File: src/rtl/timer_pkg.sv
`default_nettype none
// ============================================================================
// Module      : timer_pkg
// Description : Shared types, constants and helpers for the countdown timer.
//               - state_e      : controller state encoding
//               - C_PRE*_DEF   : default prescaler ratios for a 50 MHz board
//               - sat9()       : clamps a 4-bit switch preset to 0..9
// Revision    : 1.0 - initial release
// ============================================================================
package timer_pkg;

    // Controller states; the encoding is fixed so it can be probed on a
    // logic analyser with a known mapping.
    typedef enum logic [1:0] {
        ST_IDLE  = 2'd0,
        ST_RUN   = 2'd1,
        ST_PAUSE = 2'd2,
        ST_ALARM = 2'd3
    } state_e;

    // 50 MHz -> 1 kHz, then 1 kHz -> 1 Hz.
    localparam int unsigned C_PRE1_DEF = 50000;
    localparam int unsigned C_PRE2_DEF = 1000;

    // Display and preset widths.
    localparam int unsigned C_LED_W = 10;
    localparam int unsigned C_SW_W  = 4;

    // Bit positions of the two keys inside the synchroniser vectors.
    localparam int unsigned C_KEY_START = 0;
    localparam int unsigned C_KEY_CLEAR = 1;

    // The display only has ten positions, so presets above 9 clamp to 9.
    function automatic logic [C_SW_W-1:0] sat9(input logic [C_SW_W-1:0] v);
        logic [C_SW_W-1:0] r;
        r = (v > 4'd9) ? 4'd9 : v;
        return r;
    endfunction

endpackage : timer_pkg
`default_nettype wire

File: src/rtl/timer_prescaler.sv
`default_nettype none
// ============================================================================
// Module      : timer_prescaler
// Description : Two-stage timebase divider.
//               Stage 1 counts clk cycles 0..PRE1-1 and strobes ms_tick_o on
//               its last count. Stage 2 counts ms ticks 0..PRE2-1.
//               sec_tick_o fires on the ms tick that wraps stage 2;
//               half_tick_o fires on the ms tick at stage 2 == PRE2/2-1.
// Ports       : clk, rst      - clock, asynchronous active-high reset
//               en_i          - advance the counters
//               clr_i         - synchronous clear of both stages (wins)
//               ms_tick_o     - one-cycle stage-1 terminal strobe
//               sec_tick_o    - one-cycle stage-2 terminal strobe
//               half_tick_o   - one-cycle mid-second strobe
// Revision    : 1.0 - initial release
// ============================================================================
module timer_prescaler
    import timer_pkg::*;
#(
    parameter int unsigned PRE1 = C_PRE1_DEF,
    parameter int unsigned PRE2 = C_PRE2_DEF
) (
    input  logic clk,
    input  logic rst,
    input  logic en_i,
    input  logic clr_i,
    output logic ms_tick_o,
    output logic sec_tick_o,
    output logic half_tick_o
);

    localparam int unsigned C_W1 = (PRE1 > 1) ? $clog2(PRE1) : 1;
    localparam int unsigned C_W2 = (PRE2 > 1) ? $clog2(PRE2) : 1;

    localparam logic [C_W1-1:0] C_S1_LAST = C_W1'(PRE1 - 1);
    localparam logic [C_W2-1:0] C_S2_LAST = C_W2'(PRE2 - 1);
    // Guard against PRE2 == 1, where there is no meaningful mid-second.
    localparam logic [C_W2-1:0] C_S2_HALF = C_W2'((PRE2 >= 2) ? (PRE2 / 2 - 1) : 0);

    logic [C_W1-1:0] stage1_q, stage1_d;
    logic [C_W2-1:0] stage2_q, stage2_d;
    logic            ms_tick;

    // Ticks are qualified by en_i so a frozen counter parked on a terminal
    // value cannot emit a continuous strobe while paused.
    assign ms_tick     = en_i && (stage1_q == C_S1_LAST);
    assign ms_tick_o   = ms_tick;
    assign sec_tick_o  = ms_tick && (stage2_q == C_S2_LAST);
    assign half_tick_o = ms_tick && (stage2_q == C_S2_HALF);

    always_comb begin
        stage1_d = stage1_q;
        stage2_d = stage2_q;
        if (clr_i) begin
            stage1_d = '0;
            stage2_d = '0;
        end else if (en_i) begin
            if (ms_tick) begin
                stage1_d = '0;
                if (stage2_q == C_S2_LAST) begin
                    stage2_d = '0;
                end else begin
                    stage2_d = stage2_q + C_W2'(1);
                end
            end else begin
                stage1_d = stage1_q + C_W1'(1);
            end
        end
    end

    always_ff @(posedge clk or posedge rst) begin
        if (rst) begin
            stage1_q <= '0;
            stage2_q <= '0;
        end else begin
            stage1_q <= stage1_d;
            stage2_q <= stage2_d;
        end
    end

endmodule : timer_prescaler
`default_nettype wire

File: src/rtl/countdown_ctrl.sv
`default_nettype none
// ============================================================================
// Module      : countdown_ctrl
// Description : Countdown-timer controller. Loads a 0..9 second preset from
//               the slide switches, counts it down at 1 Hz via the shared
//               prescaler and raises a blinking alarm on expiry. Start toggles
//               run/pause and acknowledges the alarm; clear aborts to idle.
// Ports       : clk          - system clock (50 MHz)
//               rst          - asynchronous active-high reset
//               key_start_n  - raw start key, active low, asynchronous
//               key_clear_n  - raw clear key, active low, asynchronous
//               sw[3:0]      - preset seconds (10..15 clamp to 9)
//               led[9:0]     - one-hot remaining count, all blink in alarm
//               alarm        - high while in ALARM
//               busy         - high while in RUN or PAUSE
// Revision    : 1.0 - initial release
// ============================================================================
module countdown_ctrl
    import timer_pkg::*;
#(
    parameter int unsigned PRE1 = C_PRE1_DEF,
    parameter int unsigned PRE2 = C_PRE2_DEF
) (
    input  logic               clk,
    input  logic               rst,
    input  logic               key_start_n,
    input  logic               key_clear_n,
    input  logic [C_SW_W-1:0]  sw,
    output logic [C_LED_W-1:0] led,
    output logic               alarm,
    output logic               busy
);

    // ------------------------------------------------------------------
    // Key synchronisation and press detection
    // ------------------------------------------------------------------
    // Both keys share one vector per pipeline stage. Flops reset to 1 so a
    // key held low across reset is seen as a fresh press once released
    // from reset, and nothing fires spuriously on reset release.
    logic [1:0] sync1_q;
    logic [1:0] sync2_q;
    logic [1:0] hist_q;
    logic [1:0] press_q;

    logic start_pulse;
    logic clear_pulse;

    always_ff @(posedge clk or posedge rst) begin
        if (rst) begin
            sync1_q <= 2'b11;
            sync2_q <= 2'b11;
            hist_q  <= 2'b11;
            press_q <= 2'b00;
        end else begin
            sync1_q <= {key_clear_n, key_start_n};
            sync2_q <= sync1_q;
            hist_q  <= sync2_q;
            // Registered so the pulse lands two edges after the raw sample
            // and the FSM reacts on the third.
            press_q <= hist_q & ~sync2_q;
        end
    end

    assign start_pulse = press_q[C_KEY_START];
    assign clear_pulse = press_q[C_KEY_CLEAR];

    // ------------------------------------------------------------------
    // Timebase
    // ------------------------------------------------------------------
    state_e state_q, state_d;

    logic presc_en;
    logic presc_clr;
    logic ms_tick;
    logic sec_tick;
    logic half_tick;
    logic blink_toggle;

    // Idle holds the timebase at zero so every run starts on a whole second.
    // Pause simply withholds the enable, preserving the partial second.
    assign presc_en  = (state_q == ST_RUN) || (state_q == ST_ALARM);
    assign presc_clr = (state_q == ST_IDLE) || clear_pulse;

    timer_prescaler #(
        .PRE1 (PRE1),
        .PRE2 (PRE2)
    ) u_prescaler (
        .clk         (clk),
        .rst         (rst),
        .en_i        (presc_en),
        .clr_i       (presc_clr),
        .ms_tick_o   (ms_tick),
        .sec_tick_o  (sec_tick),
        .half_tick_o (half_tick)
    );

    // Both blink events coincide with a ms strobe; two toggles per second
    // give a 1 Hz on/off pattern.
    assign blink_toggle = ms_tick && (sec_tick || half_tick);

    // ------------------------------------------------------------------
    // FSM, down-counter and blink
    // ------------------------------------------------------------------
    logic [C_SW_W-1:0] count_q, count_d;
    logic [C_SW_W-1:0] preset;
    logic              blink_q, blink_d;

    assign preset = sat9(sw);

    always_comb begin
        state_d = state_q;
        count_d = count_q;
        blink_d = 1'b0;

        case (state_q)
            ST_IDLE: begin
                count_d = preset;
                if (start_pulse) begin
                    // A zero preset has nothing to count; expire at once.
                    state_d = (preset == 4'd0) ? ST_ALARM : ST_RUN;
                end
            end

            ST_RUN: begin
                if (sec_tick) begin
                    count_d = count_q - 4'd1;
                end
                // Expiry takes precedence over a coincident pause request.
                if (sec_tick && (count_q == 4'd1)) begin
                    state_d = ST_ALARM;
                end else if (start_pulse) begin
                    state_d = ST_PAUSE;
                end
            end

            ST_PAUSE: begin
                if (start_pulse) begin
                    state_d = ST_RUN;
                end
            end

            ST_ALARM: begin
                count_d = '0;
                blink_d = blink_q ^ blink_toggle;
                if (start_pulse) begin
                    state_d = ST_IDLE;
                end
            end

            default: begin
                state_d = ST_IDLE;
            end
        endcase

        // Clear overrides whatever the state logic decided, including a
        // start pulse in the same cycle.
        if (clear_pulse) begin
            state_d = ST_IDLE;
            count_d = preset;
        end
    end

    // ------------------------------------------------------------------
    // Output registers
    // ------------------------------------------------------------------
    // alarm/busy follow the next state so they move on the same edge as
    // the FSM. led is decoded from the already-registered count and blink,
    // which puts it one edge behind the counter.
    logic [C_LED_W-1:0] led_q, led_d;
    logic               alarm_q, alarm_d;
    logic               busy_q, busy_d;

    always_comb begin
        led_d = {{(C_LED_W-1){1'b0}}, 1'b1} << count_q;
        if (state_q == ST_ALARM) begin
            led_d = {C_LED_W{blink_q}};
        end
        alarm_d = (state_d == ST_ALARM);
        busy_d  = (state_d == ST_RUN) || (state_d == ST_PAUSE);
    end

    always_ff @(posedge clk or posedge rst) begin
        if (rst) begin
            state_q <= ST_IDLE;
            count_q <= '0;
            blink_q <= 1'b0;
            led_q   <= {{(C_LED_W-1){1'b0}}, 1'b1};
            alarm_q <= 1'b0;
            busy_q  <= 1'b0;
        end else begin
            state_q <= state_d;
            count_q <= count_d;
            blink_q <= blink_d;
            led_q   <= led_d;
            alarm_q <= alarm_d;
            busy_q  <= busy_d;
        end
    end

    assign led   = led_q;
    assign alarm = alarm_q;
    assign busy  = busy_q;

endmodule : countdown_ctrl
`default_nettype wire

File: config.mk
export PLATFORM = sky130hd
export DESIGN_NAME = countdown_ctrl
export DESIGN_NICKNAME = d
export VERILOG_FILES = /design/src/rtl/timer_pkg.sv /design/src/rtl/timer_prescaler.sv /design/src/rtl/countdown_ctrl.sv
export SDC_FILE = /design/constraint.sdc
export NUM_CORES = 1
export LEC_CHECK = 0
export ABC_AREA = 1
export CAP_MARGIN = 20
export CELL_PAD_IN_SITES_DETAIL_PLACEMENT = 0
export CELL_PAD_IN_SITES_GLOBAL_PLACEMENT = 1
export CORE_MARGIN = 2
export CORE_UTILIZATION = 44
export CTS_CLUSTER_SIZE = 30
export DETAILED_ROUTE_END_ITERATION = 16
export GPL_ROUTABILITY_DRIVEN = 0
export PLACE_DENSITY_LB_ADDON = 0.12
export SYNTH_ARGS = -nofsm -noshare
export SYNTH_HDL_FRONTEND = slang
export SYNTH_HIERARCHICAL = 1
export SYNTH_SLANG_ARGS = --single-unit
File: constraint.sdc
create_clock -name clk -period 2.9 [get_ports clk]
set_input_delay 0.58 -clock clk [delete_from_list [all_inputs] [get_ports clk]]
set_output_delay 0.58 -clock clk [all_outputs]
set_load 0.01 [all_outputs]
# After elaboration in Yosys (flattened, before gate mapping)

Index checks and enable logic that the tools add are counted.

$add $sub $neg: 3
Multiply operators: 0
Divide/modulo/power cells: 0
$lt $le $gt $ge: 1
Equal/unequal tests: 11
Shift-type cells: 1
Multiplexer cells: 21
Bitwise operators: 3
Reduce and logical (&&, ||, !) cells: 16

Operator list:

| operator                                             | count |
|---|---|
| 2-to-1 mux 10 bit                                    | 5 |
| 2-to-1 mux 16 bit                                    | 3 |
| adder 16 x 1 -> 16 bit, second input constant        | 1 |
| equality test 16 bit, second input constant          | 1 |
| 2-to-1 mux 2 bit                                     | 7 |
| 2-to-1 mux 4 bit                                     | 3 |
| one-hot mux 4 bit (3 select lines)                   | 1 |
| adder 10 x 1 -> 10 bit, second input constant        | 1 |
| equality test 10 bit, second input constant          | 1 |
| equality test 10 x 9 -> 1 bit, second input constant | 1 |
| << shifter 1 x 4 -> 10 bit, first input constant     | 1 |
| equality test 2 bit, second input constant           | 4 |
| one-hot mux 2 bit (4 select lines)                   | 1 |
| logical AND 1 bit                                    | 5 |
| equality test 2 x 1 -> 1 bit, second input constant  | 2 |
| equality test 4 x 1 -> 1 bit, second input constant  | 1 |
| > comparator 4 bit, second input constant            | 1 |
| logical NOT 4 bit                                    | 1 |
| logical OR 1 bit                                     | 4 |
| AND reduction 2 bit                                  | 2 |
| nonzero test 2 bit                                   | 2 |
| nonzero test 4 bit                                   | 1 |
| subtractor 4 x 1 -> 4 bit, second input constant     | 1 |
| != test 3 bit, second input constant                 | 1 |
| other kinds (5)                                      | 5 |

Bits in registers: 53
Bits in latches: 0
Memory bits (writable): 0
ROM bits: 0
Output and inout bits: 12
Memories kept: 0

# Longest topological paths before layout

Gate-level depths: netlist (run 1).

Depth in word-level cells: 10
Depth in mapped cells: 13
Mapped depth without buffers: 13

# Cells and area by module

The synthesis (run 1) kept the hierarchy.

Modules (own cells, without submodules):

| module          | times used | cells each | area each (µm²) | seq. area each (µm²) |
|---|---|---|---|---|
| timer_prescaler | 1          | 225        | 1602.8          | 650.6 |
| countdown_ctrl  | 1          | 146        | 1286.2          | 684.4 |

# Worst setup path before layout (run 1)

No wires, ideal clock.

Path type: register to register
Start: reg state_q[1]
End: reg busy_q (netlist: busy)
Setup time: 126 ps
Arrival time: 2075 ps
Path slack: 699 ps
Cell stages (with the launch flop): 14
Path buffers: 0
Cells stage by stage: dfrtp_1 inv_1 ha_1 nor2_1 inv_1 nand3_1 nor2_1 nand3_2 nor3_1 nand3_1 nand2_1 nand2_1 a21oi_1 ha_1

Longest elaborated chain between the ends: 10
Elaborated cells on any way between the ends: 18
Those cells by class: eq/ne (5); mux (7); reduce/logical (6)

RTL lines:

| element                                                             | RTL line              | text |
|---|---|---|
| start, declared                                                     | countdown_ctrl.sv:70  | `state_e state_q, state_d;` |
| start signal, assigned                                              | countdown_ctrl.sv:191 | `state_q <= state_d;` |
| equality test 2 x 1 -> 1 bit or equality test 2 bit (tied branches) | countdown_ctrl.sv:81  | `assign presc_en = (state_q == ST_RUN) \|\| (state_q == ST_ALARM);` |
| logical OR 1 bit (*)                                                | countdown_ctrl.sv:81  |  |
| via presc_en                                                        | countdown_ctrl.sv:72  | `logic presc_en;` |
| logical AND 1 bit (*)                                               | timer_prescaler.sv:46 | `assign ms_tick = en_i && (stage1_q == C_S1_LAST);` |
| logical AND 1 bit (*)                                               | timer_prescaler.sv:48 | `assign sec_tick_o = ms_tick && (stage2_q == C_S2_LAST);` |
| via sec_tick                                                        | countdown_ctrl.sv:75  | `logic sec_tick;` |
| logical AND 1 bit (*)                                               | countdown_ctrl.sv:129 | `if (sec_tick && (count_q == 4'd1)) begin` |
| 2-to-1 mux 2 bit (*)                                                | countdown_ctrl.sv:129 |  |
| one-hot mux 2 bit (4 select lines) (*)                              | countdown_ctrl.sv:115 | `case (state_q)` |
| 2-to-1 mux 2 bit (*)                                                | countdown_ctrl.sv:157 | `if (clear_pulse) begin` |
| via state_d[1]                                                      | countdown_ctrl.sv:70  |  |
| equality test 2 x 1 -> 1 bit or equality test 2 bit (tied branches) | countdown_ctrl.sv:179 | `busy_d = (state_d == ST_RUN) \|\| (state_d == ST_PAUSE);` |
| logical OR 1 bit (*)                                                | countdown_ctrl.sv:179 |  |
| via busy_d                                                          | countdown_ctrl.sv:171 | `logic busy_q, busy_d;` |
| end signal, assigned                                                | countdown_ctrl.sv:196 | `busy_q <= busy_d;` |
| end, declared                                                       | countdown_ctrl.sv:171 |  |

The timed path passes the listed nets; every way through them passes the cells marked *.
A chain may end at the register's enable or synchronous reset.

# Worst setup path in the final report (run 1)

Same ends and word-level chain as after synthesis.

==> run_summary.xml, run 1 <==
<?xml version="1.0" encoding="UTF-8"?>
<metrics>
  <group name="hold_path">
    <metric name="min_from" unit="">sync1_q[0]</metric>
    <metric name="min-delay-path-class" unit="">reg -&gt; reg</metric>
  </group>
  <group name="placement">
    <metric name="port_buffers" unit="">19</metric>
    <metric name="hpwl" unit="mm">4.30</metric>
  </group>
  <group name="cts">
    <metric name="clock_tree.root_cell" unit="">sky130_fd_sc_hd__clkbuf_8</metric>
    <metric name="postCtsHoldBufs" unit="">0</metric>
    <metric name="cts_buffers" unit="">5</metric>
    <metric name="insertion_delay" unit="ns">0.31</metric>
    <metric name="tritoncts" unit="">yes</metric>
    <metric name="deepest_clock_path_buffer_count" unit="">2</metric>
    <metric name="postCtsResizedCells" unit="">0</metric>
    <metric name="clkTransAtPathRegs" unit="ns">0.09</metric>
    <metric name="htreeDepth" unit="">2</metric>
    <metric name="cts_setup_buffers" unit="">0</metric>
    <metric name="clock_sink_count" unit="">53</metric>
  </group>
  <group name="detailed_routing">
    <metric name="ant_nets" unit="">0</metric>
    <metric name="vias" unit="">2313</metric>
    <metric name="number_of_iterations_in_the_first_detailed_routing_pass" unit="">4</metric>
    <metric name="sum_of_routed_wire_length_over_all_layers" unit="mm">5.84</metric>
    <metric name="dr.first_iter.drc_count" unit="">126</metric>
    <metric name="drc" unit="">0</metric>
    <metric name="vias_per_cell" unit="">4.87</metric>
    <metric name="route.detailed.wl_per_inst" unit="µm">12.3</metric>
  </group>
  <group name="floorplan">
    <metric name="die_w" unit="µm">85.0</metric>
    <metric name="die_area" unit="µm²">7230</metric>
    <metric name="die_y" unit="µm">85.0</metric>
    <metric name="fp.coreArea" unit="µm²">6350</metric>
    <metric name="num_rows" unit="">29</metric>
    <metric name="io_pins" unit="">20</metric>
    <metric name="floorplan.initialDensity" unit="%">45.5</metric>
  </group>
  <group name="timing">
    <metric name="timing.hold.ws" unit="ns">0.363</metric>
    <metric name="setup_viol" unit="">0</metric>
    <metric name="finClkSkew" unit="ns">0.00866</metric>
    <metric name="unrepaired_setup_endpoints_after_global_routing" unit="">false</metric>
    <metric name="layout_min_cycle_time" unit="ns">2.44</metric>
    <metric name="min_period_over_period" unit="%">84.1</metric>
    <metric name="report.final.hold_viol_count" unit="">0</metric>
    <metric name="slew_viol_final" unit="">0</metric>
    <metric name="relSlewSlack" unit="%">76.0</metric>
    <metric name="maxClockFrequency" unit="MHz">410</metric>
    <metric name="final.setup.tns" unit="ns">0</metric>
    <metric name="tightest_slew" unit="ns">0.360</metric>
  </group>
  <group name="global_routing">
    <metric name="initial_antenna_violation_count" unit="">0</metric>
    <metric name="grt.total_usage" unit="%">17.8</metric>
    <metric name="gr-total-overflow" unit="">0</metric>
    <metric name="grt_pass1_wl" unit="mm">10.4</metric>
    <metric name="grt_max_degree" unit="">28</metric>
    <metric name="via_count_of_the_first_global_routing_pass" unit="">2320</metric>
  </group>
  <group name="finish">
    <metric name="fin_nets" unit="">417</metric>
    <metric name="commonest_non_fill_non_tap_cells_in_the_layout" unit="">sky130_fd_sc_hd__nand2_1 (89), sky130_fd_sc_hd__nor2_1 (64), sky130_fd_sc_hd__inv_1 (48), sky130_fd_sc_hd__dfrtp_1 (46), sky130_fd_sc_hd__nand3_1 (27)</metric>
    <metric name="ratio_of_cells_with_drive_above_1_in_the_final_layout" unit="%">8.79</metric>
    <metric name="antenna-diode-count" unit="">0</metric>
    <metric name="layout_commonest_cell" unit="">sky130_fd_sc_hd__nand2_1</metric>
    <metric name="syn_to_final_growth" unit="%">12.5</metric>
    <metric name="final_core_area_utilization" unit="%">51.2</metric>
  </group>
  <group name="worst_setup_path">
    <metric name="worst_ep_arrival_time" unit="ns">2.63</metric>
    <metric name="element_type_at_the_critical_path_end" unit="">flop</metric>
    <metric name="timing.critical_path.from" unit="">state_q[1]</metric>
    <metric name="crit_buf_inv" unit="">2</metric>
    <metric name="crit_path_top_delay_cell" unit="">sky130_fd_sc_hd__dfrtp_1</metric>
    <metric name="timing.critical_path.max_delay_family" unit="">simple AND/OR/NAND/NOR gates</metric>
    <metric name="reg_to_reg_startpoint" unit="">state_q[1]</metric>
    <metric name="crit_fanout" unit="">7</metric>
    <metric name="critical_path.cell_chain" unit="">inv_1 -&gt; ha_1 -&gt; nor2_1 -&gt; inv_1 -&gt; nand3_1 -&gt; nor2_1 -&gt; nand3_2 -&gt; nor3_2 -&gt; nand3_1 -&gt; nand2_1 -&gt; nand2_1 -&gt; a21oi_1 -&gt; ha_1</metric>
    <metric name="cp_data_required_time" unit="ns">3.09</metric>
    <metric name="crit_path_start_kind" unit="">flop</metric>
    <metric name="worst_path_largest_cell_delay" unit="ns">0.42</metric>
    <metric name="path_class" unit="">reg -&gt; reg</metric>
  </group>
  <group name="synth">
    <metric name="syn-mean-instance-area" unit="µm²">7.79</metric>
    <metric name="synth_seq_area_share" unit="%">46.2</metric>
    <metric name="synthesized_instance_count" unit="">371</metric>
    <metric name="syn_area" unit="µm²">2890</metric>
    <metric name="ys.warnings.count" unit="">6</metric>
    <metric name="synth-seq-cells" unit="">53</metric>
    <metric name="yosysUniqueCellTypes" unit="">27</metric>
    <metric name="synth_fp_nets" unit="">391</metric>
  </group>
  <group name="pwr">
    <metric name="power.static_leakage" unit="nW">1.56</metric>
    <metric name="ir_drop" unit="µV">413</metric>
    <metric name="pwr_density_cell" unit="nW/µm²">667</metric>
  </group>
  <group name="status">
    <metric name="status" unit="">finished clean</metric>
  </group>
  <group name="flow_run">
    <metric name="drv.max_cap_violation_count" unit="">0</metric>
  </group>
</metrics>
==> final cells by class <==
type | count | area, µm²
clock buffer | 6 | 72.6
fill | 624 | 3100
tap | 77 | 96.3
clock inverter | 2 | 15.0
timing repair buffer | 23 | 220
sequential | 53 | 1340
inverter | 50 | 188
multi-input combinational | 264 | 1320
==> per-stage QoR <==
step           setup slack, ns  total power (W)  cells  cell area, µm²
6_report                 0.461          0.00217    475            3250
5_1_grt                  0.124          0.00235    475            3250
4_1_cts                  0.310          0.00220    475            3250
3_5_place_dp             0.330          0.00177    467            3160
3_3_place_gp             0.456          0.00177    467            3160
2_1_floorplan            0.699          0.00153    371            2890
==> sequential cells by signal, summed over array words and instances (netlist names) <==
register              count
alarm                     1
blink_q                   1
busy                      1
count_q                   4
hist_q                    2
led                      10
press_q                   2
state_q                   2
sync1_q                   2
sync2_q                   2
u_prescaler/stage1_q     16
u_prescaler/stage2_q     10
==> cells by family after synthesis <==
family	share of synthesized area (%)
xor+xnor	3.03
compound gates	5.07
fa+ha+maj	5.20
flops	46.2
buf+inv	8.14
simple gates	32.4
==> synthesized netlist by cell type <==
cell / n / share of area (%)
sky130_fd_sc_hd__buf_6: 2 / 0.78
sky130_fd_sc_hd__nor2_1: 64 / 8.3
sky130_fd_sc_hd__nand2_1: 89 / 12
sky130_fd_sc_hd__buf_12: 1 / 0.69
sky130_fd_sc_hd__nor2_4: 1 / 0.39
sky130_fd_sc_hd__nand4_1: 9 / 1.9
sky130_fd_sc_hd__buf_2: 1 / 0.17
sky130_fd_sc_hd__nor2_2: 3 / 0.65
sky130_fd_sc_hd__o21ai_0: 16 / 2.8
sky130_fd_sc_hd__or2_2: 1 / 0.22
sky130_fd_sc_hd__xor2_1: 9 / 2.7
sky130_fd_sc_hd__nand3_1: 27 / 4.7
sky130_fd_sc_hd__a21oi_2: 1 / 0.30
sky130_fd_sc_hd__a31oi_1: 2 / 0.43
sky130_fd_sc_hd__inv_2: 2 / 0.26
sky130_fd_sc_hd__a21oi_1: 9 / 1.6
sky130_fd_sc_hd__nor3_1: 10 / 1.7
sky130_fd_sc_hd__nor3_2: 3 / 1.0
sky130_fd_sc_hd__nand3b_1: 1 / 0.26
sky130_fd_sc_hd__nand2_2: 3 / 0.65
sky130_fd_sc_hd__dfrtp_1: 46 / 40
sky130_fd_sc_hd__dfstp_2: 7 / 6.4
sky130_fd_sc_hd__ha_1: 12 / 5.2
sky130_fd_sc_hd__xnor2_1: 1 / 0.30
sky130_fd_sc_hd__inv_1: 48 / 6.2
sky130_fd_sc_hd__nand3_2: 2 / 0.69
sky130_fd_sc_hd__nor4_1: 1 / 0.22
==> routing by layer <==
| metal | track usage [%] | part of all wire [%] |
|---|---|---|
| met1 | 23.1 | 49 |
| met2 | 30.8 | 49 |
| met4 | 4.33 | 0.50 |
| met5 | 0 | 0 |
| met3 | 3.40 | 2.0 |
==> power breakdown <==
part	switching (W)	internal, W	leakage (nW)
clock	0.000246	0.000171	0.0374
combinational	0.000513	0.000298	0.824
sequential	0.0000928	0.000848	0.698
==> worst paths after layout <==
path	to	cells past startpoint	slack (ns)
min reg2reg	sync2_q[0]	0	0.36
min in group asynchronous	count_q[1]	3	0.65
max reg2reg	busy	13	0.46
max in group asynchronous	hist_q[0]	3	1.95
min	sync2_q[0]	0	0.36
max	busy	13	0.46
No activity file was read; power rests on OpenSTA's default activity.
==> run 2: changes to the inputs <==
==> constraint.sdc (replaced) <==
create_clock -name clk -period 2.5 [get_ports clk]
set_input_delay 0.5 -clock clk [delete_from_list [all_inputs] [get_ports clk]]
set_output_delay 0.5 -clock clk [all_outputs]
set_load 0.01 [all_outputs]
==> run 2 against run 1 <==
Compared with the run above:
- final cell count increased by 0.42%
- highest routed layer unchanged
- combinational power rose by 18%
- clock power up 47%
- design area grew 1.5%
- sequential power is 16% higher
- register-to-register slack worse by 0.12 ns
- count of clock-buffer cells in the layout is the same
==> run_summary.xml, run 2 (same netlist as run 1, synthesis figures left out) <==
<?xml version="1.0" encoding="UTF-8"?>
<metrics>
  <group name="global_routing">
    <metric name="grt.total_usage" unit="%">18.0</metric>
    <metric name="grt_pass1_wl" unit="mm">10.6</metric>
    <metric name="initial_antenna_violation_count" unit="">0</metric>
    <metric name="via_count_of_the_first_global_routing_pass" unit="">2349</metric>
    <metric name="gr-total-overflow" unit="">0</metric>
    <metric name="grt_max_degree" unit="">28</metric>
  </group>
  <group name="finish">
    <metric name="syn_to_final_growth" unit="%">14.2</metric>
    <metric name="commonest_non_fill_non_tap_cells_in_the_layout" unit="">sky130_fd_sc_hd__nand2_1 (89), sky130_fd_sc_hd__nor2_1 (64), sky130_fd_sc_hd__inv_1 (48), sky130_fd_sc_hd__dfrtp_1 (46), sky130_fd_sc_hd__nand3_1 (27)</metric>
    <metric name="largest_register_ff_count" unit="">16</metric>
    <metric name="layout_commonest_cell" unit="">sky130_fd_sc_hd__nand2_1</metric>
    <metric name="fin_nets" unit="">419</metric>
    <metric name="top_register" unit="">u_prescaler/stage1_q</metric>
    <metric name="antenna-diode-count" unit="">0</metric>
    <metric name="ratio_of_cells_with_drive_above_1_in_the_final_layout" unit="%">9.50</metric>
  </group>
  <group name="floorplan">
    <metric name="fp.coreArea" unit="µm²">6350</metric>
    <metric name="num_rows" unit="">29</metric>
    <metric name="floorplan.initialDensity" unit="%">45.5</metric>
    <metric name="die_y" unit="µm">85.0</metric>
    <metric name="die_area" unit="µm²">7230</metric>
    <metric name="io_pins" unit="">20</metric>
    <metric name="die_w" unit="µm">85.0</metric>
  </group>
  <group name="hold_path">
    <metric name="min_to" unit="">sync2_q[0]</metric>
    <metric name="cells_on_worst_hold_path" unit="">0</metric>
    <metric name="min-delay-path-class" unit="">reg -&gt; reg</metric>
    <metric name="min_from" unit="">sync1_q[0]</metric>
  </group>
  <group name="timing">
    <metric name="final.setup.tns" unit="ns">0</metric>
    <metric name="slew_viol_final" unit="">0</metric>
    <metric name="tightest_slew" unit="ns">0.344</metric>
    <metric name="maxClockFrequency" unit="MHz">463</metric>
    <metric name="min_period_over_period" unit="%">86.4</metric>
    <metric name="relSlewSlack" unit="%">77.1</metric>
    <metric name="report.final.hold_viol_count" unit="">0</metric>
    <metric name="setup_viol" unit="">0</metric>
    <metric name="layout_min_cycle_time" unit="ns">2.16</metric>
    <metric name="unrepaired_setup_endpoints_after_global_routing" unit="">false</metric>
    <metric name="finClkSkew" unit="ns">0.00788</metric>
  </group>
  <group name="cts">
    <metric name="htreeDepth" unit="">2</metric>
    <metric name="clkTransAtPathRegs" unit="ns">0.09</metric>
    <metric name="postCtsHoldBufs" unit="">0</metric>
    <metric name="clock_tree.root_cell" unit="">sky130_fd_sc_hd__clkbuf_8</metric>
    <metric name="clock_sink_count" unit="">53</metric>
    <metric name="tritoncts" unit="">yes</metric>
    <metric name="cts_setup_buffers" unit="">0</metric>
    <metric name="cts_buffers" unit="">5</metric>
    <metric name="insertion_delay" unit="ns">0.31</metric>
    <metric name="deepest_clock_path_buffer_count" unit="">2</metric>
    <metric name="postCtsResizedCells" unit="">0</metric>
  </group>
  <group name="pwr">
    <metric name="power.share.combinational" unit="%">35.9</metric>
    <metric name="internal_power" unit="W">0.00166</metric>
    <metric name="ir_drop" unit="µV">454</metric>
    <metric name="clock_power_share" unit="%">23.0</metric>
    <metric name="swShare" unit="%">37.4</metric>
    <metric name="pwr_density_cell" unit="nW/µm²">806</metric>
    <metric name="power.static_leakage" unit="nW">1.59</metric>
    <metric name="power.switching" unit="W">0.000994</metric>
    <metric name="seq_power_share" unit="%">41.0</metric>
    <metric name="design_power_total" unit="W">0.00266</metric>
  </group>
  <group name="worst_setup_path">
    <metric name="r2r_end" unit="">busy</metric>
    <metric name="element_type_at_the_critical_path_end" unit="">flop</metric>
    <metric name="worst_reg2reg_setup_slack" unit="ns">0.34</metric>
    <metric name="cp_data_required_time" unit="ns">2.69</metric>
    <metric name="r2r_cells" unit="">12</metric>
    <metric name="crit_fanout" unit="">4</metric>
    <metric name="reg_to_reg_startpoint" unit="">state_q[0]</metric>
    <metric name="worst_ep_arrival_time" unit="ns">2.35</metric>
    <metric name="crit_path_start_kind" unit="">flop</metric>
    <metric name="path_class" unit="">reg -&gt; reg</metric>
  </group>
  <group name="detailed_routing">
    <metric name="ant_nets" unit="">0</metric>
    <metric name="vias" unit="">2346</metric>
    <metric name="vias_per_cell" unit="">4.92</metric>
    <metric name="route.detailed.wl_per_inst" unit="µm">12.5</metric>
    <metric name="drc" unit="">0</metric>
    <metric name="dr.first_iter.drc_count" unit="">67</metric>
    <metric name="sum_of_routed_wire_length_over_all_layers" unit="mm">5.95</metric>
    <metric name="number_of_iterations_in_the_first_detailed_routing_pass" unit="">4</metric>
  </group>
  <group name="status">
    <metric name="status" unit="">finished clean</metric>
  </group>
  <group name="flow_run">
    <metric name="drv.max_cap_violation_count" unit="">0</metric>
  </group>
  <group name="placement">
    <metric name="hpwl" unit="mm">4.36</metric>
    <metric name="port_buffers" unit="">19</metric>
  </group>
</metrics>
[run 2: changes by cell type in the layout (fill, tap and decap cells not counted)]
cell / previous run / this run
sky130_fd_sc_hd__buf_4: 4 / 6
sky130_fd_sc_hd__clkinvlp_4: 2 / 1
sky130_fd_sc_hd__clkbuf_1: 1 / 0
sky130_fd_sc_hd__bufinv_16: 0 / 1
sky130_fd_sc_hd__clkbuf_8: 5 / 6
[run 2: worst max-delay path, cell delays in order (launching register included)]
cell and delay, ns:
sky130_fd_sc_hd__dfrtp_1 0.41, sky130_fd_sc_hd__ha_1 0.27, sky130_fd_sc_hd__nor2_1 0.08, sky130_fd_sc_hd__inv_1 0.08, sky130_fd_sc_hd__nand3_1 0.08, sky130_fd_sc_hd__nor2_1 0.13, sky130_fd_sc_hd__nand3_2 0.10, sky130_fd_sc_hd__nor3_2 0.21
sky130_fd_sc_hd__nand3_1 0.13, sky130_fd_sc_hd__nand2_1 0.08, sky130_fd_sc_hd__nand2_1 0.04, sky130_fd_sc_hd__a21oi_1 0.17, sky130_fd_sc_hd__ha_1 0.27
[run 2: worst max-delay path by stage]
stage                    start  endpoint  slack [ns]  cells past startpoint
finish              state_q[0]      busy        0.34                     12
detailed placement  state_q[0]      busy        0.22                     12
CTS                 state_q[0]      busy        0.20                     12
global placement    state_q[0]      busy        0.34                     12
global route        state_q[0]      busy        0.12                     12
floorplan           state_q[1]      busy        0.30                     13
[run 2: power by group through the flow]
stage	combinational [W]	clock (W)	sequential (W)
after floorplan	0.000670	0	0.00110
after global placement	0.000960	0	0.00111
after detailed placement	0.000965	0	0.00111
after CTS	0.000970	0.000635	0.00109
after global routing	0.00111	0.000662	0.00111
final	0.000955	0.000612	0.00109
[run 2: area by class of cell]
class                           instances  area [µm²]
Clock buffer                            6        82.6
Clock inverter                          2        37.5
Fill cell                             603        3050
Inverter                               50         188
Multi-Input combinational cell        264        1320
Sequential cell                        53        1340
Tap cell                               77        96.3
Timing Repair Buffer                   25         235
[run 2: layer usage]
metal,vias to the layer above,GRT usage (%),wire length [µm]
met3,9,2.82,156
li1,1229,-,-
met4,0,6.06,87
met5,-,0,0
met2,31,30.4,2880
met1,1077,23.7,2830
[run 2: through the flow]
| stage | setup WS, ns | hold WS (ns) | util, % | cells | area [µm²] |
|---|---|---|---|---|---|
| after floorplan | 0.299 | 0.345 | - | 371 | 2890 |
| final | 0.341 | 0.360 | 51.9 | 477 | 3300 |
| after global placement | 0.339 | 0.346 | 50.0 | 469 | 3170 |
| after global routing | 0.117 | 0.365 | 51.9 | 477 | 3300 |
| after detailed placement | 0.218 | 0.349 | 50.0 | 469 | 3170 |
| after CTS | 0.199 | 0.362 | 51.9 | 477 | 3290 |
